### src/rtl/branch_resolution_queue.sv
// Branch resolution queue: holds in-flight predicted conditional branches
// between decode and EX, returns predictor training feedback one cycle after
// each in-order resolve and raises a one-cycle fetch redirect on a misprediction.
//
// Ports:
//   clk, rst_n                     clock, synchronous active-low reset
//   i_alloc_*  / o_alloc_ready     enqueue from decode (pc, prediction, recovery target)
//   i_res_valid, i_res_outcome     EX resolves the oldest outstanding branch
//   i_flush                        external flush, discards every entry
//   o_fb_*                         registered training feedback (valid pulse, data held)
//   o_redirect_valid/_target       registered one-cycle redirect on mispredict
//   o_count, o_mispredict_count    occupancy, saturating mispredict counter
//   o_error                        sticky: a resolve arrived while the queue was empty

package mips_core_pkg;
  typedef enum logic {
    NOT_TAKEN = 1'b0,
    TAKEN     = 1'b1
  } BranchOutcome;
endpackage

module branch_resolution_queue #(
  parameter int DEPTH      = 4,
  parameter int ADDR_WIDTH = 32
) (
  input  logic                   clk,
  input  logic                   rst_n,
  input  logic                   i_alloc_valid,
  input  logic [ADDR_WIDTH-1:0]  i_alloc_pc,
  input  logic                   i_alloc_prediction,
  input  logic [ADDR_WIDTH-1:0]  i_alloc_recovery_target,
  output logic                   o_alloc_ready,
  input  logic                   i_res_valid,
  input  logic                   i_res_outcome,
  input  logic                   i_flush,
  output logic                   o_fb_valid,
  output logic [ADDR_WIDTH-1:0]  o_fb_pc,
  output logic                   o_fb_prediction,
  output logic                   o_fb_outcome,
  output logic                   o_redirect_valid,
  output logic [ADDR_WIDTH-1:0]  o_redirect_target,
  output logic [$clog2(DEPTH):0] o_count,
  output logic [15:0]            o_mispredict_count,
  output logic                   o_error
);

  localparam int PW = $clog2(DEPTH);
  localparam int CW = $clog2(DEPTH) + 1;
  localparam logic [CW-1:0] FULL_CNT = CW'(DEPTH);

  // Entry storage; never read while empty, so it carries no reset.
  logic [ADDR_WIDTH-1:0] pc_mem   [DEPTH];
  logic                  pred_mem [DEPTH];
  logic [ADDR_WIDTH-1:0] rt_mem   [DEPTH];

  logic [PW-1:0]         head_q, head_d;
  logic [PW-1:0]         tail_q, tail_d;
  logic [CW-1:0]         count_q, count_d;

  logic                  fb_valid_q, fb_valid_d;
  logic [ADDR_WIDTH-1:0] fb_pc_q, fb_pc_d;
  logic                  fb_pred_q, fb_pred_d;
  logic                  fb_out_q, fb_out_d;
  logic                  redir_valid_q, redir_valid_d;
  logic [ADDR_WIDTH-1:0] redir_tgt_q, redir_tgt_d;
  logic [15:0]           mcnt_q, mcnt_d;
  logic                  err_q, err_d;

  logic                  alloc_ready;
  logic                  pop;
  logic                  mispredict_now;
  logic                  push;

  // Readiness comes from the registered count only: a slot freed by a
  // same-cycle pop is not offered to a same-cycle push.
  assign alloc_ready    = (count_q != FULL_CNT);
  assign pop            = i_res_valid & (count_q != '0) & ~i_flush;
  assign mispredict_now = pop & (i_res_outcome != pred_mem[head_q]);
  // A mispredict squashes everything younger, including this cycle's alloc.
  assign push           = i_alloc_valid & alloc_ready & ~i_flush & ~mispredict_now;

  always_comb begin
    head_d        = head_q;
    tail_d        = tail_q;
    count_d       = count_q;
    fb_valid_d    = 1'b0;
    fb_pc_d       = fb_pc_q;
    fb_pred_d     = fb_pred_q;
    fb_out_d      = fb_out_q;
    redir_valid_d = 1'b0;
    redir_tgt_d   = redir_tgt_q;
    mcnt_d        = mcnt_q;
    err_d         = err_q | (i_res_valid & (count_q == '0));

    if (i_flush) begin
      // Flush wins over push and pop: empty the queue in place.
      count_d = '0;
      tail_d  = head_q;
    end else if (mispredict_now) begin
      // Retire the mispredicted branch and drop every younger entry.
      head_d  = head_q + PW'(1);
      tail_d  = head_q + PW'(1);
      count_d = '0;
    end else begin
      if (pop)  head_d = head_q + PW'(1);
      if (push) tail_d = tail_q + PW'(1);
      count_d = count_q + CW'(push) - CW'(pop);
    end

    if (pop) begin
      fb_valid_d = 1'b1;
      fb_pc_d    = pc_mem[head_q];
      fb_pred_d  = pred_mem[head_q];
      fb_out_d   = i_res_outcome;
    end

    if (mispredict_now) begin
      redir_valid_d = 1'b1;
      redir_tgt_d   = rt_mem[head_q];
      if (mcnt_q != 16'hFFFF) mcnt_d = mcnt_q + 16'd1;
    end
  end

  always_ff @(posedge clk) begin
    if (push) begin
      pc_mem[tail_q]   <= i_alloc_pc;
      pred_mem[tail_q] <= i_alloc_prediction;
      rt_mem[tail_q]   <= i_alloc_recovery_target;
    end
  end

  always_ff @(posedge clk) begin
    if (!rst_n) begin
      head_q        <= '0;
      tail_q        <= '0;
      count_q       <= '0;
      fb_valid_q    <= 1'b0;
      fb_pc_q       <= '0;
      fb_pred_q     <= mips_core_pkg::NOT_TAKEN;
      fb_out_q      <= mips_core_pkg::NOT_TAKEN;
      redir_valid_q <= 1'b0;
      redir_tgt_q   <= '0;
      mcnt_q        <= '0;
      err_q         <= 1'b0;
    end else begin
      head_q        <= head_d;
      tail_q        <= tail_d;
      count_q       <= count_d;
      fb_valid_q    <= fb_valid_d;
      fb_pc_q       <= fb_pc_d;
      fb_pred_q     <= fb_pred_d;
      fb_out_q      <= fb_out_d;
      redir_valid_q <= redir_valid_d;
      redir_tgt_q   <= redir_tgt_d;
      mcnt_q        <= mcnt_d;
      err_q         <= err_d;
    end
  end

  assign o_alloc_ready      = alloc_ready;
  assign o_fb_valid         = fb_valid_q;
  assign o_fb_pc            = fb_pc_q;
  assign o_fb_prediction    = fb_pred_q;
  assign o_fb_outcome       = fb_out_q;
  assign o_redirect_valid   = redir_valid_q;
  assign o_redirect_target  = redir_tgt_q;
  assign o_count            = count_q;
  assign o_mispredict_count = mcnt_q;
  assign o_error            = err_q;

endmodule

### config.mk
export PLATFORM = sky130hd
export DESIGN_NAME = branch_resolution_queue
export DESIGN_NICKNAME = d
export VERILOG_FILES = /design/src/rtl/branch_resolution_queue.sv
export SDC_FILE = /design/constraint.sdc
export NUM_CORES = 1
export LEC_CHECK = 0
export ABC_AREA = 1
export CORE_AREA = 2 2 199 201
export DETAILED_ROUTE_END_ITERATION = 8
export DIE_AREA = 0 0 201 203
export PLACE_DENSITY_LB_ADDON = 0.3
export SYNTH_ARGS = -nofsm -noshare
export SYNTH_HDL_FRONTEND = slang
export SYNTH_SLANG_ARGS = --single-unit
export TNS_END_PERCENT = 1
### constraint.sdc
create_clock -name clk -period 5.3 [get_ports clk]
set_input_delay 1.06 -clock clk [delete_from_list [all_inputs] [get_ports clk]]
set_output_delay 1.06 -clock clk [all_outputs]
set_load 0.01 [all_outputs]
# Word level (Yosys, flattened, before mapping)
# Memory sizes are Yosys's and may differ from the RTL's. A register that Yosys moved wholly into a read port is not among the register bits.
# Index checks and enable logic that the tools add are counted.
[word_totals]
register_bits = 28
ramBits = 260
output_inout_bits = 89
memories = 3
[mem_list]
columns = ["memory", "words", "width", "read_ports", "rd_clocked_by_memory_dff", "write_ports", "line_no", "rtl"]
rows = [
  ["pc_mem", 4, 32, 1, 1, 1, "52", "logic [ADDR_WIDTH-1:0] pc_mem [DEPTH];"],
  ["rt_mem", 4, 32, 1, 1, 1, "54", "logic [ADDR_WIDTH-1:0] rt_mem [DEPTH];"],
  ["pred_mem", 4, 1, 1, 1, 1, "53", "logic pred_mem [DEPTH];"],
]
[op_classes]
add_sub_neg = 5
n_eq_ne = 3
n_mux = 11
bitwise = 11
reduce_logical = 9
[ops]
columns = ["op", "n"]
rows = [
  ["16-bit by 1-bit adder with 16-bit output, second input constant", 1],
  ["16-bit != test, second input constant", 1],
  ["2-bit 2-to-1 mux", 7],
  ["1-bit bitwise AND", 7],
  ["3-bit nonzero test", 2],
  ["2-bit by 1-bit adder with 2-bit output, second input constant", 2],
  ["1-bit 2-to-1 mux", 4],
  ["2-bit AND reduction", 2],
  ["3-bit by 1-bit adder with 3-bit output", 1],
  ["3-bit zero test", 1],
  ["3-bit != test, second input constant", 1],
  ["1-bit inverter", 3],
  ["3-bit OR reduction", 1],
  ["3-bit by 1-bit subtractor with 3-bit output", 1],
  ["1-bit zero test", 2],
  ["2-bit nonzero test", 1],
  ["1-bit != test", 1],
  ["1-bit bitwise OR", 1],
]

# Depth between registers and ports, before layout
# Gate-level depths: netlist of run 1.
[depth]
word_depth = 9
mapped_depth = 16

# Worst setup path after synthesis of run 1
# Ideal clock, no wire load.
[synth_path]
path_kind = "input to register"
from = "input port i_flush"
to = "memory pc_mem[0][0], enable pin"
setup_time_ns = 0.489
arrival_time_ns = 4.464
required_ns = 4.811
path_slack_ns = 0.348
cell_stages = 8
path_buffers = 0
cell_sequence = "clkinv_1 nand2_1 nor2_4 nand3_2 nand2_1 inv_1 nand3_1 nor2_1"
[synth_via]
elab_chain_len = 7
[synth_lines]
columns = ["item", "line_no", "rtl"]
rows = [
  ["from (decl)", "35", "input logic i_flush,"],
  ["1-bit inverter (no line) (*)", "-", ""],
  ["1-bit bitwise AND", "77", "assign pop = i_res_valid & (count_q != '0) & ~i_flush;"],
  ["1-bit bitwise AND", "78", "assign mispredict_now = pop & (i_res_outcome != pred_mem[head_q]);"],
  ["1-bit inverter", "80", "assign push = i_alloc_valid & alloc_ready & ~i_flush & ~mispredict_now;"],
  ["1-bit bitwise AND (*)", "80", ""],
  ["1-bit 2-to-1 mux (*)", "125", "if (push) begin"],
  ["1-bit 2-to-1 mux (implied by the code) (*)", "126", "pc_mem[tail_q] <= i_alloc_pc;"],
  ["to (decl)", "52", ""],
]
# Every way passes the cells marked *; elsewhere a longest branch is shown, timed or not.

# Worst setup path in the final report of run 1
[layout_path]
from = "input port i_flush"
to = "register count_q[2] (netlist: o_count[2])"
[layout_via]
elab_chain_len = 7
[layout_lines]
columns = ["item", "line_no", "rtl"]
rows = [
  ["1-bit inverter (no line)", "-", ""],
  ["1-bit bitwise AND", "77", ""],
  ["1-bit bitwise AND", "78", ""],
  ["1-bit inverter", "80", ""],
  ["1-bit bitwise AND", "80", ""],
  ["3-bit by 1-bit adder with 3-bit output", "107", "count_d = count_q + CW'(push) - CW'(pop);"],
  ["3-bit by 1-bit subtractor with 3-bit output", "107", ""],
  ["to (signal assigned)", "148", "count_q <= count_d;"],
  ["to (decl)", "58", "logic [CW-1:0] count_q, count_d;"],
]
# Several ways; a longest one is shown, not always the timed one.
# A chain may end at the register's enable or synchronous reset.

==> flow_metrics.env, run 1 <==
export IMPL_worst_pin_slew_ps=915.2
export IMPL_htreeDepth=2
export IMPL_clock_skew_ps=14.10
export IMPL_cellLeakagePower_nw=5.558
export IMPL_first_iter_violations=541
export IMPL_async_flop_share_pct=0
export IMPL_power_density_mw_per_mm2=355.6
export IMPL_max_cap_viol_count=0
export IMPL_postCtsSetupBuffers=0
export IMPL_grt_pass1_vias=8529
export IMPL_setup_worst_path_start="i_flush"
export IMPL_clock_sinks=354
export IMPL_final_nets=1354
export IMPL_final_cell_mix="260 x edfxtp_1, 213 x nor2_1, 166 x o21ai_0"
export IMPL_rrSetupSlack_ps=2360
export IMPL_endpoint_kind="flip-flop"
export IMPL_crit_buf_inv=4
export IMPL_drive_gt1_share_pct=7.203
export IMPL_critical_path_class="input pin to flip-flop"
export IMPL_pin_count=160
export IMPL_cts_tree="done"
export IMPL_synth_cell_area_sq_mm=0.01336
export IMPL_finalSetupTns_ps=0
export IMPL_period_minus_slack_ps=3539
export IMPL_cp_arrival_ps=3950
export IMPL_min_period_over_period_pct=66.77
export IMPL_wl_per_cell_microns=17.50
export IMPL_nFillCells=3543
export IMPL_cts_resized=0
export IMPL_grt_pass1_wl_microns=48800
export IMPL_grt_setup_unrepaired="no"
export IMPL_hold_path_class="flip-flop to flip-flop"
export IMPL_hpwl_microns=16830
export IMPL_fmax_ghz=0.2826
export IMPL_start_util_pct=34.74
export IMPL_finalMaxSlewViolations=0
export IMPL_drc=0
export IMPL_antenna_cells=0
export IMPL_clockBufferDepth=3
export IMPL_dr_pass1_iters=5
export IMPL_clock_latency_ps=520
export IMPL_port_buffers=159
export IMPL_path_clk_slew_ps=60
export IMPL_layout_commonest_cell="edfxtp_1"
export IMPL_worstPathMaxFanout=6
export IMPL_fp_dieArea_sq_mm=0.04080
export IMPL_syn_area_per_cell_sq_um=11.84
export IMPL_cp_endpoint="o_count[2]"
export IMPL_fp_dieW_microns=201
export IMPL_antenna_found_initial=1
export IMPL_start_kind="input pin"
export IMPL_ys_ff_latch=354
export IMPL_critical_path_top_delay_family="adder cells"
export IMPL_core_area_sq_mm=0.03847
export IMPL_slowest_delay_ps=500
export IMPL_synth_edff_count=260
export IMPL_setup_violations=0
export IMPL_antenna_left=0
export IMPL_via_per_inst=4.791
export IMPL_ys_types=39
export IMPL_gp_congestion=0.8036
export IMPL_cts_root_buf="clkbuf_16"
export IMPL_ctsHoldBuffers=0
export IMPL_synth_fp_nets=1208
export IMPL_vdd_drop_max_uv=188.0
export IMPL_seq_area_frac_synth_pct=72.50
export IMPL_syn2layout_area_growth_pct=25.18
export IMPL_wl_microns=31900
export IMPL_reg2reg_depth=16
export IMPL_ys_warn_count=0
export IMPL_crit_slowest_cell="clkdlybuf4s50_1"
export IMPL_gr_total_overflow=0
export IMPL_dieHeight_microns=203
export IMPL_synthFlopType="edfxtp_1"
export IMPL_rows=72
export IMPL_numCtsBuffers=39
export IMPL_status="finished, final reports clean"
export IMPL_grt_use_total_pct=15.39
export IMPL_num_vias=8734
export IMPL_syn_inst=1129
export IMPL_fin_hold_ws_ps=452.3
export IMPL_grt_max_degree=76
export IMPL_finalHoldViolations=0
export IMPL_slew_headroom_pct=38.99
export IMPL_path_depth=15
export IMPL_required_ps=5710
export IMPL_r2r_end="o_count[2]"
export IMPL_path_cells="clkdlybuf4s50_1 -> clkinv_1 -> nand2_1 -> nor2_4 -> nand3_2 -> nand2_1 -> inv_1 -> nand3_1 -> ha_1 -> inv_1 -> ha_1 -> fa_1 -> xnor2_1 -> xor2_1 -> nor2_1"
[report_power, final]
part           switching (W)  internal [W]
clock network        0.00103       0.00156
logic               0.000174      0.000117
registers          0.0000235       0.00304
total                0.00123       0.00472
[registers in the layout, summed over array words and instances, names as in the netlist, 2 cells and up, named ones only]
name                count
pc_mem                128
rt_mem                128
o_fb_pc                32
o_redirect_target      32
o_mispredict_count     16
pred_mem                4
o_count                 3
head_q                  2
tail_q                  2
[cell type report]
cell class | instances | area [sq um] | area share (%)
sequential | 354 | 9694 | 57.95
multi-input combinational | 674 | 3274 | 19.57
timing repair buffer | 172 | 1739 | 10.40
inverter | 34 | 135.1 | 0.8077
tap | 518 | 648.1 | 3.874
clock buffer | 57 | 1116 | 6.671
clock inverter | 14 | 122.6 | 0.7329
[how the worst min path moves through the flow]
stage	startpoint	to	cells after the start
5_1_grt	o_error	o_error	2
4_1_cts	o_error	o_error	2
3_5_place_dp	o_error	o_error	2
3_3_place_gp	o_error	o_error	2
2_1_floorplan	o_error	o_error	2
6_report	o_error	o_error	2
[logic make-up (layout without fill, tap and decap cells)]
logic type	after synthesis	count (layout)	synth area share [%]
flip-flops	354	354	72.50
XOR/XNOR	14	14	0.9175
adder cells (fa/ha/maj)	8	8	0.8051
buffers and inverters	101	277	3.221
AO/OA/AOI/OAI	284	284	11.44
AND/OR/NAND/NOR	368	368	11.11
[synthesized netlist by cell type, types with 2 or more instances]
cell type / count / share of area (%)
buf_1: 2 / 0.056
nor2_1: 217 / 6.1
inv_2: 2 / 0.056
ha_1: 7 / 0.66
buf_2: 23 / 0.86
o22ai_1: 32 / 1.5
dfxtp_1: 94 / 14
buf_6: 2 / 0.17
inv_1: 29 / 0.81
nand3_1: 14 / 0.52
clkbuf_1: 39 / 1.1
nand4_1: 3 / 0.14
nand2_1: 118 / 3.3
o21ai_0: 166 / 6.2
xnor2_1: 5 / 0.33
a31oi_1: 32 / 1.5
nor3_1: 4 / 0.15
a21oi_2: 6 / 0.39
edfxtp_1: 260 / 58
nand2_2: 2 / 0.094
a21oi_1: 46 / 1.7
xor2_1: 9 / 0.59
[worst reg2reg max path, cell delays in order (launching register included)]
cell,delay (ps)
dfxtp_1,350
inv_1,60
nand2_1,60
nand3_1,150
nand2_1,110
nand2_1,80
nand3_2,70
nand2_1,60
inv_1,80
nand3_1,360
ha_1,440
inv_1,40
ha_1,190
fa_1,380
xnor2_1,180
xor2_1,170
nor2_1,60
[layer usage]
metal | part of all wire (%) | GRT usage, %
met3 | 5.0 | 3.210
met4 | 1.5 | 4.339
met1 | 45 | 19.30
met2 | 49 | 26.92
met5 | 0.025 | 0
[through the flow]
step           utilization, %  power (W)  instance area, sq um  setup WS [ps]  instances
6_report                43.49   0.005948                 16730           1761       1823
5_1_grt                 43.49   0.006176                 16730           1598       1823
4_1_cts                 43.49   0.006036                 16730           1814       1823
3_5_place_dp            40.27   0.003420                 15490           1269       1752
3_3_place_gp            40.27   0.003414                 15490           1337       1752
2_1_floorplan               -   0.003261                 13360          347.8       1129
(Power assumes the default switching activity.)
==> run 2: changes to the inputs <==
==> constraint.sdc (replaced) <==
create_clock -name clk -period 3.55 [get_ports clk]
set_input_delay 0.71 -clock clk [delete_from_list [all_inputs] [get_ports clk]]
set_output_delay 0.71 -clock clk [all_outputs]
set_load 0.01 [all_outputs]
==> run 2 against run 1 <==
Global-route usage fell by 0.077 points; via count is 0.15% lower; non-clock buffer count up 4; worst hold slack worse by 3.7 ps; sequential cell count did not move; total power rose by 51%; routed wire length fell by 0.79%; clock-buffer cell count decreased by 2; register-to-register slack worse by 1300 ps; combinational power rose by 54%; sequential share of layout area shrank 0.33 points; final area up 0.57%; largest cell class unchanged; largest power group unchanged.
==> flow_metrics.env, run 2 (synthesized netlist as in run 1, its figures left out) <==
export IMPL_status="finished, final reports clean"
export IMPL_finalHoldViolations=0
export IMPL_wl_per_cell_microns=17.34
export IMPL_postCtsSetupBuffers=0
export IMPL_cellLeakagePower_nw=5.616
export IMPL_clock_skew_ps=8.526
export IMPL_first_iter_violations=370
export IMPL_drc=0
export IMPL_gp_congestion=0.8213
export IMPL_power_w=0.009008
export IMPL_dr_pass1_iters=7
export IMPL_wl_microns=31650
export IMPL_via_per_inst=4.779
export IMPL_pin_count=160
export IMPL_min_period_over_period_pct=78.33
export IMPL_finalMaxSlewViolations=0
export IMPL_grt_setup_unrepaired="no"
export IMPL_syn2layout_area_growth_pct=25.90
export IMPL_clock_latency_ps=530
export IMPL_ctsHoldBuffers=0
export IMPL_rows=72
export IMPL_hold_path_class="flip-flop to flip-flop"
export IMPL_final_cell_mix="260 x edfxtp_1, 213 x nor2_1, 166 x o21ai_0"
export IMPL_num_vias=8721
export IMPL_post_place_ws_ps=278.8
export IMPL_final_nets=1357
export IMPL_path_clk_slew_ps=60
export IMPL_worst_pin_slew_ps=1010
export IMPL_power_density_mw_per_mm2=535.4
export IMPL_antenna_found_initial=2
export IMPL_grt_pass1_vias=8364
export IMPL_place_area_sq_mm=0.01555
export IMPL_cts_tree="done"
export IMPL_core_area_sq_mm=0.03847
export IMPL_htreeDepth=2
export IMPL_grt_pass1_wl_microns=48220
export IMPL_setup_worst_path_start="i_flush"
export IMPL_hpwl_microns=16870
export IMPL_port_buffers=159
export IMPL_numCtsBuffers=38
export IMPL_antenna_left=0
export IMPL_gr_total_overflow=0
export IMPL_grt_use_total_pct=15.32
export IMPL_start_kind="input pin"
export IMPL_final_area_sq_mm=0.01682
export IMPL_fp_dieArea_sq_mm=0.04080
export IMPL_fp_dieW_microns=201
export IMPL_slew_headroom_pct=32.68
export IMPL_start_util_pct=34.74
export IMPL_endpoint_kind="flip-flop"
export IMPL_clockBufferDepth=3
export IMPL_setup_violations=0
export IMPL_period_minus_slack_ps=2781
export IMPL_antenna_cells=0
export IMPL_finalSetupTns_ps=0
export IMPL_top_regs="pc_mem x128, rt_mem x128"
export IMPL_cts_resized=0
export IMPL_dieHeight_microns=203
export IMPL_fin_hold_ws_ps=448.5
export IMPL_cp_arrival_ps=3200
export IMPL_hp_start="o_error"
export IMPL_grt_max_degree=86
export IMPL_worstPathMaxFanout=6
export IMPL_cts_root_buf="clkbuf_16"
export IMPL_layout_commonest_cell="edfxtp_1"
export IMPL_fmax_ghz=0.3596
export IMPL_clock_sinks=354
export IMPL_worst_slack_ps=769.2
export IMPL_critical_path_class="input pin to flip-flop"
export IMPL_required_ps=3970
export IMPL_drive_gt1_share_pct=7.575
export IMPL_nFillCells=3543
export IMPL_vdd_drop_max_uv=324.4
export IMPL_max_cap_viol_count=0
==> run 2: cell count changes in the layout (fill, tap and decap cells not counted), sizes merged <==
cell	change
buf	+4
bufinv	+1
clkbuf	-2
clkinv	+1
clkinvlp	-2
==> run 2: layout make-up <==
class / count / area (sq um) / share of cell area [%]
clock buffers: 55 / 1139 / 6.767
clock inverters: 14 / 140.1 / 0.8329
inverters: 34 / 135.1 / 0.8032
multi-input cells: 674 / 3274 / 19.46
flip-flops and latches: 354 / 9694 / 57.62
well taps: 518 / 648.1 / 3.852
repair buffers: 176 / 1794 / 10.66
==> run 2: worst max-delay path: stages <==
cell and delay (ps):
clkdlybuf4s50_1 500, clkinv_1 160, nand2_1 140, nor2_4 60, nand3_2 90, nand2_1 50, inv_1 80, nand3_1 100
ha_1 290, inv_1 40, ha_1 180, fa_1 370, xnor2_1 190, xor2_1 170, nor2_1 60
==> run 2: routing by layer <==
metal | vias up | GRT usage, % | routed length [microns] | share of wire, %
met2 | 189 | 26.38 | 15350 | 48
met1 | 4190 | 19.34 | 14120 | 45
met5 | - | 0 | 31 | 0.098
met4 | 4 | 4.788 | 615 | 1.9
li1 | 4295 | - | - | -
met3 | 43 | 3.226 | 1534 | 4.8
==> run 2: power by group <==
group	total [W]	internal (W)	switching, W
logic	0.000448	0.000181	0.000267
registers	0.00457	0.00454	0.0000280
clock network	0.00399	0.00244	0.00155
total	0.00901	0.00716	0.00185
==> run 2: final timing paths <==
| path | endpoint | slack [ps] | cells past startpoint |
|---|---|---|---|
| setup / recovery | o_count[2] | 770 | 15 |
| hold / removal | o_error | 450 | 2 |
| setup reg to reg | o_count[2] | 1020 | 16 |
| hold reg to reg | o_error | 450 | 2 |
==> run 2: through the flow <==
| stage | util (%) | std cells |
|---|---|---|
| final | 43.74 | 1825 |
| after global routing | 43.74 | 1825 |
| after CTS | 43.74 | 1825 |
| after detailed placement | 40.41 | 1756 |
| after global placement | 40.41 | 1756 |
| after floorplan | - | 1129 |
==> run 3: changes to the inputs <==
==> constraint.sdc (replaced) <==
create_clock -name clk -period 2.8 [get_ports clk]
set_input_delay 0.56 -clock clk [delete_from_list [all_inputs] [get_ports clk]]
set_output_delay 0.56 -clock clk [all_outputs]
set_load 0.01 [all_outputs]
==> run 3 against run 2 <==
Sequential cell count unchanged; final area increased by 1.2%; critical path depth increased by 1; worst setup slack got worse by 460 ps; core utilization increased by 0.54 points; non-clock buffer count increased by 20; clock skew increased by 11 ps; combinational power increased by 31%; total power increased by 27%; largest cell class unchanged; highest routed layer unchanged.
==> flow_metrics.env, run 3 (synthesized netlist as in run 1, its figures left out) <==
export IMPL_final_core_util_pct=44.28
export IMPL_fp_dieW_microns=201
export IMPL_place_area_sq_mm=0.01573
export IMPL_postCtsSetupBuffers=0
export IMPL_dieHeight_microns=203
export IMPL_use_met1_pct=20.21
export IMPL_fp_dieArea_sq_mm=0.04080
export IMPL_grt_setup_unrepaired="no"
export IMPL_cp_endpoint="o_count[2]"
export IMPL_grt_pass1_vias=8611
export IMPL_finalMaxSlewViolations=0
export IMPL_start_util_pct=34.74
export IMPL_grt_use_total_pct=15.59
export IMPL_vdd_drop_max_uv=420.2
export IMPL_worstPathMaxFanout=3
export IMPL_critical_path_class="flip-flop to flip-flop"
export IMPL_gp_congestion=0.8025
export IMPL_endpoint_kind="flip-flop"
export IMPL_cellLeakagePower_nw=5.735
export IMPL_final_nets=1379
export IMPL_required_ps=3230
export IMPL_rows=72
export IMPL_top_regs="pc_mem x128, rt_mem x128"
export IMPL_drc=0
export IMPL_setup_violations=0
export IMPL_cts_resized=0
export IMPL_gr_total_overflow=0
export IMPL_cp_arrival_ps=2920
export IMPL_cts_root_buf="clkbuf_16"
export IMPL_via_per_inst=4.783
export IMPL_clock_latency_ps=550
export IMPL_num_vias=8853
export IMPL_final_area_sq_mm=0.01703
export IMPL_rrSetupSlack_ps=310
export IMPL_power_w=0.01143
export IMPL_path_clk_slew_ps=60
export IMPL_status="finished, final reports clean"
export IMPL_dr_pass1_iters=5
export IMPL_slew_headroom_pct=41.64
export IMPL_hpwl_microns=18350
export IMPL_final_cell_mix="260 x edfxtp_1, 213 x nor2_1, 166 x o21ai_0"
export IMPL_syn2layout_area_growth_pct=27.44
export IMPL_r2r_end="o_count[2]"
export IMPL_finalHoldViolations=0
export IMPL_cts_tree="done"
export IMPL_wl_microns=32250
export IMPL_hold_path_class="flip-flop to flip-flop"
export IMPL_wl_per_cell_microns=17.42
export IMPL_numCtsBuffers=40
export IMPL_gr_max_usage_layer="met2"
export IMPL_use_met3_pct=3.274
export IMPL_period_minus_slack_ps=2490
export IMPL_post_place_ws_ps=-172.7
export IMPL_core_area_sq_mm=0.03847
export IMPL_drive_gt1_share_pct=9.610
export IMPL_clock_sinks=354
export IMPL_layout_commonest_cell="edfxtp_1"
export IMPL_power_density_mw_per_mm2=671.3
export IMPL_pin_count=160
export IMPL_ctsHoldBuffers=0
export IMPL_start_kind="flip-flop"
export IMPL_worst_slack_ps=309.8
export IMPL_finalSetupTns_ps=0
export IMPL_fmax_ghz=0.4016
export IMPL_use_met2_pct=26.16
export IMPL_grt_pass1_wl_microns=49520
export IMPL_clock_skew_ps=19.49
export IMPL_port_buffers=159
export IMPL_antenna_found_initial=3
export IMPL_max_cap_viol_count=0
export IMPL_worst_pin_slew_ps=875.4
export IMPL_clockBufferDepth=3
export IMPL_antenna_left=0
export IMPL_reg2reg_depth=16
export IMPL_grt_max_degree=130
export IMPL_min_period_over_period_pct=88.94
export IMPL_htreeDepth=2
export IMPL_first_iter_violations=446
[run 3: cell count changes in the layout (fill, tap and decap cells not counted), moves of 2 or more]
cell      delta
buf_12       +3
buf_4       +17
clkbuf_1     -3
clkbuf_8     -2
clkinv_2     +5
inv_6        +4
[run 3: how the worst min path moves through the flow]
stage	start	to	slack, ps	cells after the start
4_1_cts	o_redirect_target[9]	o_redirect_target[9]	470	2
3_5_place_dp	o_redirect_target[9]	o_redirect_target[9]	460	2
3_3_place_gp	o_error	o_error	440	2
5_1_grt	o_fb_prediction	o_fb_prediction	490	2
6_report	o_error	o_error	460	2
2_1_floorplan	o_error	o_error	470	2
[run 3: area by class of cell]
type                       instances  area [sq um]
tap                              518         648.1
inverter                          34         133.9
antenna                            1         2.502
clock inverter                    25         221.5
fill                            3535         21440
clock buffer                      49          1075
timing repair buffer             196          1982
sequential                       354          9694
multi-input combinational        674          3274
[run 3: metrics by stage]
stage	hold WS (ps)	cells
after floorplan	474.0	1129
after global placement	440.3	1776
after detailed placement	457.5	1776
after CTS	466.5	1850
after global routing	489.9	1850
final	460.0	1851
[run 3: where the power goes]
| part | switching (W) | internal [W] |
|---|---|---|
| Clock | 0.00210 | 0.00295 |
| Combinational | 0.000346 | 0.000242 |
| Sequential | 0.0000378 | 0.00576 |
[run 3: critical path, stage by stage, from the launching register on]
cell     delay, ps
dfxtp_1        350
inv_1           60
nand2_1         60
nand3_1        150
nand2_1        120
nand2_1         90
nand3_2         70
nand2_1         50
inv_1           70
nand3_1         90
ha_1           290
inv_1           40
ha_1           180
fa_1           370
xnor2_1        170
xor2_1         160
nor2_1          60
[run 3: routing by layer]
metal	wire [microns]	share of wire (%)
met3	1385	4.3
met2	15300	47
met1	14770	46
met4	761	2.4
met5	30	0.093
